### config.mk
export PLATFORM = sky130hd
export DESIGN_NAME = bcd_seg7_scan
export DESIGN_NICKNAME = d
export VERILOG_FILES = /design/src/rtl/bcd_disp_pkg.sv /design/src/rtl/bcd_seg7_decode.sv /design/src/rtl/bcd_seg7_scan.sv
export SDC_FILE = /design/constraint.sdc
export NUM_CORES = 1
export LEC_CHECK = 0
export ABC_AREA = 1
export CAP_MARGIN = 15
export CORE_UTILIZATION = 30
export DETAILED_ROUTE_END_ITERATION = 8
export GPL_TIMING_DRIVEN = 1
export HOLD_SLACK_MARGIN = 0.05
export SLEW_MARGIN = 20
export SYNTH_ARGS = -nofsm -noshare
export SYNTH_HDL_FRONTEND = slang
export SYNTH_HIERARCHICAL = 1
export SYNTH_SLANG_ARGS = --single-unit
### constraint.sdc
create_clock -name clk -period 3.1 [get_ports clk]
set_clock_uncertainty 0.1 [all_clocks]
set_input_delay 0.465 -clock clk [delete_from_list [all_inputs] [get_ports clk]]
set_output_delay 0.465 -clock clk [all_outputs]
set_load 0.01 [all_outputs]
### src/rtl/bcd_disp_pkg.sv
`default_nettype none
// ============================================================================
//  Module      : bcd_disp_pkg
//  Description : Shared constants and the nibble-to-glyph decode function for
//                the common-anode BCD display blocks. Segment vectors are
//                ordered {g,f,e,d,c,b,a} and are active-low (0 = lit).
//  Ports       : none (package)
//  Revision    : 1.0 - initial release
// ============================================================================
package bcd_disp_pkg;

  localparam int DEF_DIGITS      = 3;
  localparam int DEF_REFRESH_DIV = 50000;

  localparam logic [6:0] SEG_BLANK   = 7'h7F;
  localparam logic [6:0] SEG_DASH    = 7'h3F;

  localparam logic [6:0] SEG_GLYPH_0 = 7'h40;
  localparam logic [6:0] SEG_GLYPH_1 = 7'h79;
  localparam logic [6:0] SEG_GLYPH_2 = 7'h24;
  localparam logic [6:0] SEG_GLYPH_3 = 7'h30;
  localparam logic [6:0] SEG_GLYPH_4 = 7'h19;
  localparam logic [6:0] SEG_GLYPH_5 = 7'h12;
  localparam logic [6:0] SEG_GLYPH_6 = 7'h02;
  localparam logic [6:0] SEG_GLYPH_7 = 7'h78;
  localparam logic [6:0] SEG_GLYPH_8 = 7'h00;
  localparam logic [6:0] SEG_GLYPH_9 = 7'h10;

  // Nibbles A-F are not valid BCD; they render as a dash so a corrupted
  // upstream value is visible rather than silently looking like a digit.
  function automatic logic [6:0] seg_decode(input logic [3:0] nibble);
    logic [6:0] s;
    case (nibble)
      4'd0:    s = SEG_GLYPH_0;
      4'd1:    s = SEG_GLYPH_1;
      4'd2:    s = SEG_GLYPH_2;
      4'd3:    s = SEG_GLYPH_3;
      4'd4:    s = SEG_GLYPH_4;
      4'd5:    s = SEG_GLYPH_5;
      4'd6:    s = SEG_GLYPH_6;
      4'd7:    s = SEG_GLYPH_7;
      4'd8:    s = SEG_GLYPH_8;
      4'd9:    s = SEG_GLYPH_9;
      default: s = SEG_DASH;
    endcase
    return s;
  endfunction

endpackage
`default_nettype wire

### src/rtl/bcd_seg7_decode.sv
`default_nettype none
// ============================================================================
//  Module      : bcd_seg7_decode
//  Description : Combinational BCD nibble to active-low 7-segment decoder.
//  Ports       : i_nibble [3:0] - BCD digit (A-F decode to a dash)
//                o_seg    [6:0] - segments {g,f,e,d,c,b,a}, active-low
//  Revision    : 1.0 - initial release
// ============================================================================
module bcd_seg7_decode
  import bcd_disp_pkg::*;
(
  input  logic [3:0] i_nibble,
  output logic [6:0] o_seg
);

  always_comb begin
    o_seg = seg_decode(i_nibble);
  end

endmodule
`default_nettype wire

### src/rtl/bcd_seg7_scan.sv
`default_nettype none
// ============================================================================
//  Module      : bcd_seg7_scan
//  Description : Time-multiplexed driver for a common-anode BCD 7-segment
//                display. Refresh divider, digit scan, frame-synchronous
//                value update and optional leading-zero blanking.
//  Ports       : clk        - system clock, rising edge
//                rst_n      - asynchronous active-low reset
//                bcd_in     - packed BCD, [4k+3:4k] = digit k (k=0 is LSD)
//                bcd_valid  - one-cycle strobe, bcd_in sampled when high
//                seg        - segments {g,f,e,d,c,b,a}, active-low
//                an         - anode enables, active-low, one-hot-low
//                frame_done - one-cycle pulse as the scan wraps to digit 0
//  Revision    : 1.0 - initial release
// ============================================================================
module bcd_seg7_scan
  import bcd_disp_pkg::*;
#(
  parameter int DIGITS      = DEF_DIGITS,
  parameter int REFRESH_DIV = DEF_REFRESH_DIV,
  parameter bit BLANK_LZ    = 1'b1
) (
  input  logic                  clk,
  input  logic                  rst_n,
  input  logic [4*DIGITS-1:0]   bcd_in,
  input  logic                  bcd_valid,
  output logic [6:0]            seg,
  output logic [DIGITS-1:0]     an,
  output logic                  frame_done
);

  localparam int DIV_W = (REFRESH_DIV > 1) ? $clog2(REFRESH_DIV) : 1;
  localparam int IDX_W = (DIGITS > 1) ? $clog2(DIGITS) : 1;
  localparam logic [DIV_W-1:0] DIV_LAST = DIV_W'(REFRESH_DIV - 1);
  localparam logic [IDX_W-1:0] IDX_LAST = IDX_W'(DIGITS - 1);

  logic [DIV_W-1:0]    div_q, div_d;
  logic [IDX_W-1:0]    idx_q, idx_d;
  logic [4*DIGITS-1:0] pending_q, pending_d;
  logic [4*DIGITS-1:0] shadow_q, shadow_d;
  logic                wrap_q, wrap_d;
  logic [6:0]          seg_q, seg_d;
  logic [DIGITS-1:0]   an_q, an_d;
  logic                frame_done_q, frame_done_d;

  logic                w_tick;
  logic                w_boundary;
  logic [3:0]          w_nibble;
  logic [6:0]          w_glyph;
  logic [DIGITS-1:0]   w_upper_zero;
  logic                w_blank;

  // w_upper_zero[k] is set when digit k and every digit above it are zero.
  for (genvar k = 0; k < DIGITS; k++) begin : g_lz
    assign w_upper_zero[k] = (shadow_q[4*DIGITS-1:4*k] == '0);
  end

  always_comb begin
    w_nibble = '0;
    for (int k = 0; k < DIGITS; k++) begin
      if (idx_q == IDX_W'(k)) begin
        w_nibble = shadow_q[4*k +: 4];
      end
    end
  end

  bcd_seg7_decode u_decode (
    .i_nibble (w_nibble),
    .o_seg    (w_glyph)
  );

  always_comb begin
    w_tick     = (div_q == DIV_LAST);
    w_boundary = w_tick && (idx_q == IDX_LAST);

    div_d = w_tick ? '0 : div_q + 1'b1;

    idx_d = idx_q;
    if (w_tick) begin
      idx_d = (idx_q == IDX_LAST) ? '0 : idx_q + 1'b1;
    end

    // A strobe coinciding with the boundary bypasses pending straight into
    // the shadow, because pending_d already carries the new value.
    pending_d = bcd_valid ? bcd_in : pending_q;
    shadow_d  = w_boundary ? pending_d : shadow_q;

    // wrap_q marks the first cycle of the new frame's state; frame_done is
    // registered once more so it lines up with digit 0 appearing on the pins.
    wrap_d       = w_boundary;
    frame_done_d = wrap_q;

    // Digit 0 is never blanked; blanked digits keep their anode active so
    // the scan duty cycle does not depend on the displayed value.
    w_blank = BLANK_LZ && (idx_q != '0) && w_upper_zero[idx_q];
    seg_d   = w_blank ? SEG_BLANK : w_glyph;
    an_d    = ~(DIGITS'(1) << idx_q);
  end

  always_ff @(posedge clk or negedge rst_n) begin
    if (!rst_n) begin
      div_q        <= '0;
      idx_q        <= '0;
      pending_q    <= '0;
      shadow_q     <= '0;
      wrap_q       <= 1'b0;
      seg_q        <= SEG_BLANK;
      an_q         <= '1;
      frame_done_q <= 1'b0;
    end else begin
      div_q        <= div_d;
      idx_q        <= idx_d;
      pending_q    <= pending_d;
      shadow_q     <= shadow_d;
      wrap_q       <= wrap_d;
      seg_q        <= seg_d;
      an_q         <= an_d;
      frame_done_q <= frame_done_d;
    end
  end

  assign seg        = seg_q;
  assign an         = an_q;
  assign frame_done = frame_done_q;

endmodule
`default_nettype wire

-- Word level (Yosys, flattened, before mapping)
Memories as Yosys holds them, arrays and structs flattened.
Index checks and enable logic that the tools add are counted.
- register bits: 54
- latch bits: 0
- bits in writable memories: 0
- ROM bits: 112
- input port bits: 15
- logic and storage cells: 33
- memories kept: 1
- $add $sub $neg: 2
- multipliers: 0
- divide/modulo/power cells: 0
- magnitude comparators: 1
- equal/unequal tests: 3
- shift-type cells: 1
- muxes and demuxes: 9
- bitwise gates (word level): 1
- reductions and logical operators: 7
- memories (name ; depth ; width ; rd ports ; clocked after memory_dff ; write ports ; RTL line ; text):
    (name not given) ; 16 ; 7 ; 1 ; 0 ; 0 ; bcd_disp_pkg.sv:33 ; case (nibble)
- operators with widths (cell ; count):
    adder 16 x 1 -> 16 bit, second input constant ; 1
    == test 16 bit, second input constant ; 1
    2-to-1 mux 16 bit ; 1
    zero test 12 bit ; 1
    2-to-1 mux 12 bit ; 1
    2-to-1 mux 4 bit ; 3
    zero test 8 bit ; 1
    2-to-1 mux 7 bit ; 1
    zero test 4 bit ; 1
    < comparator 2 x 3 -> 1 bit, second input constant ; 1
    NOT 3 bit ; 1
    << shifter 1 x 2 -> 3 bit, first input constant ; 1
    adder 2 x 1 -> 2 bit, second input constant ; 1
    binary-select mux 1 bit (select 2 bit) ; 1
    == test 2 x 1 -> 1 bit, second input constant ; 1
    == test 2 bit, second input constant ; 1
    logical AND 1 bit ; 2
    zero test 2 bit ; 1
    2-to-1 mux 2 bit ; 1
    nonzero test 2 bit ; 1
    2-to-1 mux 1 bit ; 1

-- Depth between registers and ports, before layout
Gate-level depths: netlist of the first run.
An unclocked memory read counts as a cell.
- word-level depth: 6
- gate-level depth with buffers: 13
- gate-level depth less buffers: 13

-- Hierarchy
Netlist of the first run, hierarchy kept.
- modules (own cells, without submodules) (module ; times used ; cells an instance ; area each (um^2)):
    bcd_seg7_scan ; 1 ; 285 ; 2446.1
    bcd_seg7_decode ; 1 ; 35 ; 186.4

-- Worst setup path before layout of the first run
Ideal clock, no wire load.
- path kind: register -> register
- from: register idx_q[0]
- to: register seg_q[3], in the netlist seg[3]
- arrival time: 1.785 ns
- slack: 1.150 ns
- stages on the path, launching flop included: 12
- buffers on the path: 1
- clock period less this slack: 1.950 ns
- path through: dfrtp_1 > nor2_2 > buf_4 > nand2_1 > o211ai_1 > inv_1 > ha_1 > nand2_1 > nand3_1 > nand2_1 > inv_1 > nand2_1
- word-level cells in the longest chain between the ends: 6
- RTL lines (item ; RTL line ; text):
    start: declaration ; bcd_seg7_scan.sv:38 ; logic [IDX_W-1:0] idx_q, idx_d;
    start signal: assignment ; bcd_seg7_scan.sv:112 ; idx_q <= idx_d;
    zero test 2 bit ; bcd_seg7_scan.sv:61 ; if (idx_q == IDX_W'(k)) begin
    2-to-1 mux 4 bit (2 in a row) ; bcd_seg7_scan.sv:61 ;
    2-to-1 mux 4 bit (*) ; bcd_seg7_scan.sv:61 ;
    named net w_nibble[0] ; bcd_seg7_scan.sv:48 ; logic [3:0] w_nibble;
    memory read (16 x 7 bit) (*) ; n/a ;
    named net w_glyph[3] ; bcd_seg7_scan.sv:49 ; logic [6:0] w_glyph;
    2-to-1 mux 7 bit (*) ; bcd_seg7_scan.sv:96 ; seg_d = w_blank ? SEG_BLANK : w_glyph;
    named net seg_d[3] ; bcd_seg7_scan.sv:42 ; logic [6:0] seg_q, seg_d;
    end signal: assignment ; bcd_seg7_scan.sv:116 ; seg_q <= seg_d;
    end: declaration ; bcd_seg7_scan.sv:42 ;
The timed path passes the listed nets; every way through them passes the cells marked *. The select of a mux whose other input is x is not followed.
A chain may end at the register's enable or synchronous reset.

-- Final worst setup path of the first run
Ends and elaborated chain as after synthesis.

==> results of run 1 <==
[cells in the mapped netlist]
master     n  area [um^2]
and2_1     1         6.26
a21oi_1    1         5.00
nand2_1   98          368
buf_4      2         15.0
dfstp_2   10          263
buf_2      1         5.00
o21ai_2    1         8.76
nor2_2     2         12.5
nand3_1   17         85.1
nand2_2    3         18.8
nor2_4     1         11.3
o21ai_0   15         75.1
nand3b_1   2         15.0
nand4_1   14         87.6
nor2_1    37          139
xor2_1     6         52.6
ha_1       6         75.1
inv_2      1         3.75
nand3_4    1         17.5
clkinv_2   1         5.00
clkbuf_1   1         3.75
dfrtp_1   44         1100
o21bai_1   1         7.51
inv_1     45          169
nor4_1     1         6.26
buf_6      2         22.5
nor2_8     1         20.0
o211ai_1   1         7.51
o21ai_1    3         15.0
nand2_4    1         11.3
[through the flow]
| step | area [um^2] | total power [mW] |
|---|---|---|
| global placement | 2990 | 0.790 |
| global route | 3100 | 1.30 |
| CTS | 3100 | 1.27 |
| finish | 3100 | 1.25 |
| floorplan | 2630 | 0.752 |
| detailed placement | 2990 | 0.791 |
[final cells by class]
type,instances,area (um^2)
clock inverter,3,45.0
multi-input combinational,213,1040
fill,872,5240
timing repair buffer,28,268
clock buffer,5,68.8
tap,105,131
sequential,54,1360
inverter,47,178
[kinds of logic (layout without fill, tap and decap cells)]
group,Yosys count,count (layout),synth area share [%]
adder cells (fa/ha/maj),6,6,2.85
AO/OA/AOI/OAI,22,22,4.52
buffers and inverters,53,83,8.51
AND/OR/NAND/NOR,179,179,30.3
XOR/XNOR,6,6,2.00
flip-flops,54,54,51.8
[power groups by stage]
stage | clock network [mW] | logic, mW | registers, mW
after floorplan | 0 | 0.0173 | 0.735
after global placement | 0 | 0.0554 | 0.735
after detailed placement | 0 | 0.0558 | 0.735
after CTS | 0.495 | 0.0558 | 0.723
after global routing | 0.516 | 0.0645 | 0.724
final | 0.473 | 0.0543 | 0.723
[metal layers]
metal	global-route usage, %	up-vias	wire [um]
met3	2.47	5	204
met4	4.48	0	57
met2	19.1	44	2080
met5	0	-	0
met1	18.0	882	2560
li1	-	1054	-
[worst max-delay path, stage by stage, from the launching register on]
cell and delay, ns:
dfrtp_1 0.44, nor2_2 0.37, nand2_1 0.10, o211ai_1 0.17, inv_1 0.15, ha_1 0.31, nand2_1 0.09, nand3_1 0.08
nand2_1 0.06, inv_1 0.04, nand2_1 0.05
[state kept, by name (all words and copies together), names as in the netlist]
name and cells:
an 3, div_q 16, frame_done 1, frame_done_d 1
idx_q 2, pending_q 12, seg 7, shadow_q 12
[final timing paths]
path                           endpoint  slack, ns  cells after the start
hold reg to reg              frame_done       0.25                      0
min in group clk             frame_done       0.25                      0
setup reg to reg                 seg[3]       1.08                     10
setup / recovery                 seg[3]       1.08                     10
hold / removal             pending_q[3]       0.05                      1
max in group asynchronous         an[1]       2.13                      2
==> impl_metrics.toml, run 1 <==
[run_status]
status = "finished clean"

[clock_tree]
ctsResizeCount = 0
cts_htree_levels = 2
clkLatencyLatePin_ns = 0.31
tritoncts.num_buffers = 5
clk_path_buf_depth = 2
root_buffer = "clkbuf_8"
cts.reportedPaths.clkPinSlew_ns = 0.10
cts_tree = "yes"
post_cts_buffers = 0
hold_buffers = 0
clock-sinks = 54

[drt]
wirelength_mm = 4.90
via_count = 1985
ant_nets = 0
via_per_inst = 4.36
wl_per_cell_um = 10.8
drtIter0Drc = 70
drc_errors = 0
firstDrtPassIters = 4

[placed_design]
dp.cells = 447
gp_congestion = 0.815
dp_hpwl_mm = 3.70
io_buffers = 25
dp_slack_ns = 1.02

[timing]
finalSetupTns_ns = 0
setup_viol = 0
fmax_mhz = 495
worst_slack_ns = 1.08
period_share_pct = 65.2
hold_viol_final = 0
whs_ns = 0.0533
tightest_slew_ns = 0.627
slew_violations = 0
rsz0062_at_grt = "false"
fin_crit_ns = 2.02
relSlewSlack_pct = 58.1

[floorplan]
die_x_um = 95.7
die_h_um = 95.7
dieArea_mm2 = 0.00915
io_pins = 26
initial_core_util_pct = 31.6
rows = 33
coreArea_mm2 = 0.00834

[global_route]
grt_pass1_wl_mm = 9.00
grt_usage_pct = 12.7
grt_overflow_total = 0
grt_start_max_net_pins = 26
antenna_found_initial = 0
grt_pass1_vias = 1931

[setup_path]
arrival_ns = 2.17
critPathLaunch = "idx_q[0]"
path_max_fanout = 8
rr_startpoint = "idx_q[0]"
cp-end-kind = "flop"
crit_required_ns = 3.24
critical_path_class = "reg -> reg"
critPathLaunchType = "flop"

[cells_and_area]
postLayoutCoreUtil_pct = 37.2
drive_above_1_share_pct = 9.71
diodes = 0
layout_commonest_cell = "nand2_1"
final_nets = 370
mostFrequentLayoutCells = "nand2_1 (98), inv_1 (45), dfrtp_1 (44)"
finalNonFillerCells = 455
syn_to_final_growth_pct = 17.7

[synth]
ys_ff_latch = 54
syn_nets = 341
synth_cells = 320
synth_area_mm2 = 0.00263
ys_seq_area_share_pct = 51.8
synth_warnings = 6
synth.distinct_cells = 30
avgSynthCellArea_um2 = 8.23

[power]
p_per_area_mw_per_mm2 = 403
internal_power_mw = 0.981
p_comb_share_pct = 4.3
switchingPower_mw = 0.268
seqPwrFrac_pct = 57.8
power_frac_clock_pct = 37.8
swShare_pct = 21.5
max-vdd-ir-drop_mv = 0.225
p_leak_nw = 1.54

[worst_hold_path]
hold_class = "in -> async"

[flow_run]
max_cap_violations = 0
Power figures use the tool's default switching activity.
==> run 2, diff against run 1 <==
==> constraint.sdc (replaced) <==
create_clock -name clk -period 2 [get_ports clk]
set_clock_uncertainty 0.1 [all_clocks]
set_input_delay 0.3 -clock clk [delete_from_list [all_inputs] [get_ports clk]]
set_output_delay 0.3 -clock clk [all_outputs]
set_load 0.01 [all_outputs]
==> impl_metrics.toml, run 2 (synthesis results as in run 1) <==
[run_status]
status = "finished clean"

[timing]
period_share_pct = 92.8
hold_viol_final = 0
slew_violations = 0
setup_viol = 0
tightest_slew_ns = 0.292
fmax_mhz = 539
fin_crit_ns = 1.86
relSlewSlack_pct = 80.3
whs_ns = 0.258

[cells_and_area]
reg.largest.list = "div_q: 16 flops, pending_q: 12 flops, shadow_q: 12 flops"
mostFrequentLayoutCells = "nand2_1 (98), inv_1 (44), dfrtp_1 (44)"
syn_to_final_growth_pct = 20.1
postLayoutCoreUtil_pct = 37.9
largest_reg_flops = 16
finalNonFillerCells = 460
final_nets = 375
diodes = 0
drive_above_1_share_pct = 11.5
largest-register = "div_q"
layout_commonest_cell = "nand2_1"

[clock_tree]
root_buffer = "clkbuf_8"
clkLatencyLatePin_ns = 0.31
tritoncts.num_buffers = 5
clk_path_buf_depth = 2
cts_htree_levels = 2
clock-sinks = 54
cts.reportedPaths.clkPinSlew_ns = 0.11
cts_tree = "yes"

[placed_design]
io_buffers = 25
gp_congestion = 0.840
dp_hpwl_mm = 3.58
dp.cells = 449

[power]
power_mw = 1.97
p_per_area_mw_per_mm2 = 622
p_leak_nw = 1.57
max-vdd-ir-drop_mv = 0.367

[global_route]
grt_start_max_net_pins = 55
grt_overflow_total = 0
grt_pass1_vias = 1925
use_met1_pct = 17.3
grt_usage_pct = 12.5
met3_usage_pct = 2.87
antenna_found_initial = 0
grt-busiest-layer = "met2"
grt_pass1_wl_mm = 8.80
grt_use_met2_pct = 18.8

[setup_path]
ff2ff_path_depth = 11
arrival_ns = 2.01
reg2reg_setup_slack_ns = 0.14
critPathLaunchType = "flop"
rr_startpoint = "idx_q[1]"
cp-end-kind = "flop"
path_max_fanout = 4
r2r-end = "seg[3]"
critical_path_class = "reg -> reg"
critPathLaunch = "idx_q[1]"
crit_required_ns = 2.15

[worst_hold_path]
worstHoldPathCells = 0
hold_end = "frame_done"
hold_class = "reg -> reg"
holdCritStartpoint = "frame_done_d"

[drt]
via_per_inst = 4.31
drc_errors = 0
via_count = 1984
ant_nets = 0
wl_per_cell_um = 10.6
wirelength_mm = 4.88
firstDrtPassIters = 4
drtIter0Drc = 104

[floorplan]
io_pins = 26
die_x_um = 95.7
rows = 33
dieArea_mm2 = 0.00915
die_h_um = 95.7
coreArea_mm2 = 0.00834
initial_core_util_pct = 31.6

[flow_run]
max_cap_violations = 0
-- run 2: cell count changes in the layout (fill, tap and decap cells not counted) --
cell           before  now
nand3_2             0    1
clkinvlp_4          2    0
buf_4               3    6
inv_1              45   44
dlygate4sd3_1       0    1
inv_2               1    2
nand3_1            17   16
nor2_1             37   36
nor2_2              2    3
inv_6               0    2
buf_12              0    1
-- run 2: report_power, final --
part / switching (mW) / total [mW] / internal, mW
clock network: 0.376 / 0.758 / 0.382
logic: 0.0487 / 0.0877 / 0.0390
registers: 0.00609 / 1.12 / 1.11
total: 0.431 / 1.97 / 1.53
-- run 2: worst max path at each step --
| stage | to | slack, ns |
|---|---|---|
| final | seg[3] | 0.14 |
| after global routing | seg[3] | -0.04 |
| after CTS | seg[3] | 0.08 |
| after detailed placement | seg[3] | 0.12 |
| after global placement | seg[3] | 0.20 |
| after floorplan | seg[3] | 0.05 |
-- run 2: final cells by class --
type	instances	area, um^2
fill	862	5180
sequential	54	1360
multi-input combinational	213	1050
timing repair buffer	33	320
inverter	47	178
tap	105	131
clock buffer	5	68.8
clock inverter	3	47.5
-- run 2: metal layers --
layer,vias to the layer above,wire (um),part of all wire [%]
met4,0,97,2.0
li1,1065,-,-
met2,38,2080,43
met1,874,2520,52
met3,7,184,3.8
met5,-,0,0
-- run 2: critical path: stages (launching register included) --
cell and delay, ns:
dfrtp_1 0.43, inv_1 0.10, nand2_1 0.12, o211ai_1 0.22, buf_4 0.16, inv_2 0.05
ha_1 0.28, nand2_1 0.10, nand3_1 0.08, nand2_1 0.06, inv_1 0.04, nand2_1 0.05
-- run 2: through the flow --
step	setup TNS [ns]	cell area (um^2)	setup slack [ns]
after floorplan	0	2630	0.0502
after detailed placement	0	3010	0.118
after global routing	-0.0706	3160	-0.0443
final	0	3160	0.144
after CTS	0	3140	0.0828
after global placement	0	3010	0.195
-- run 2: what timing repair did --
item | in CTS | in global routing
hold endpoints to repair | 44 | 0
setup endpoints to repair | 0 | 5
buffers inserted | 0 | 2
resized for setup | 0 | 3
hold buffers | 1 | 0
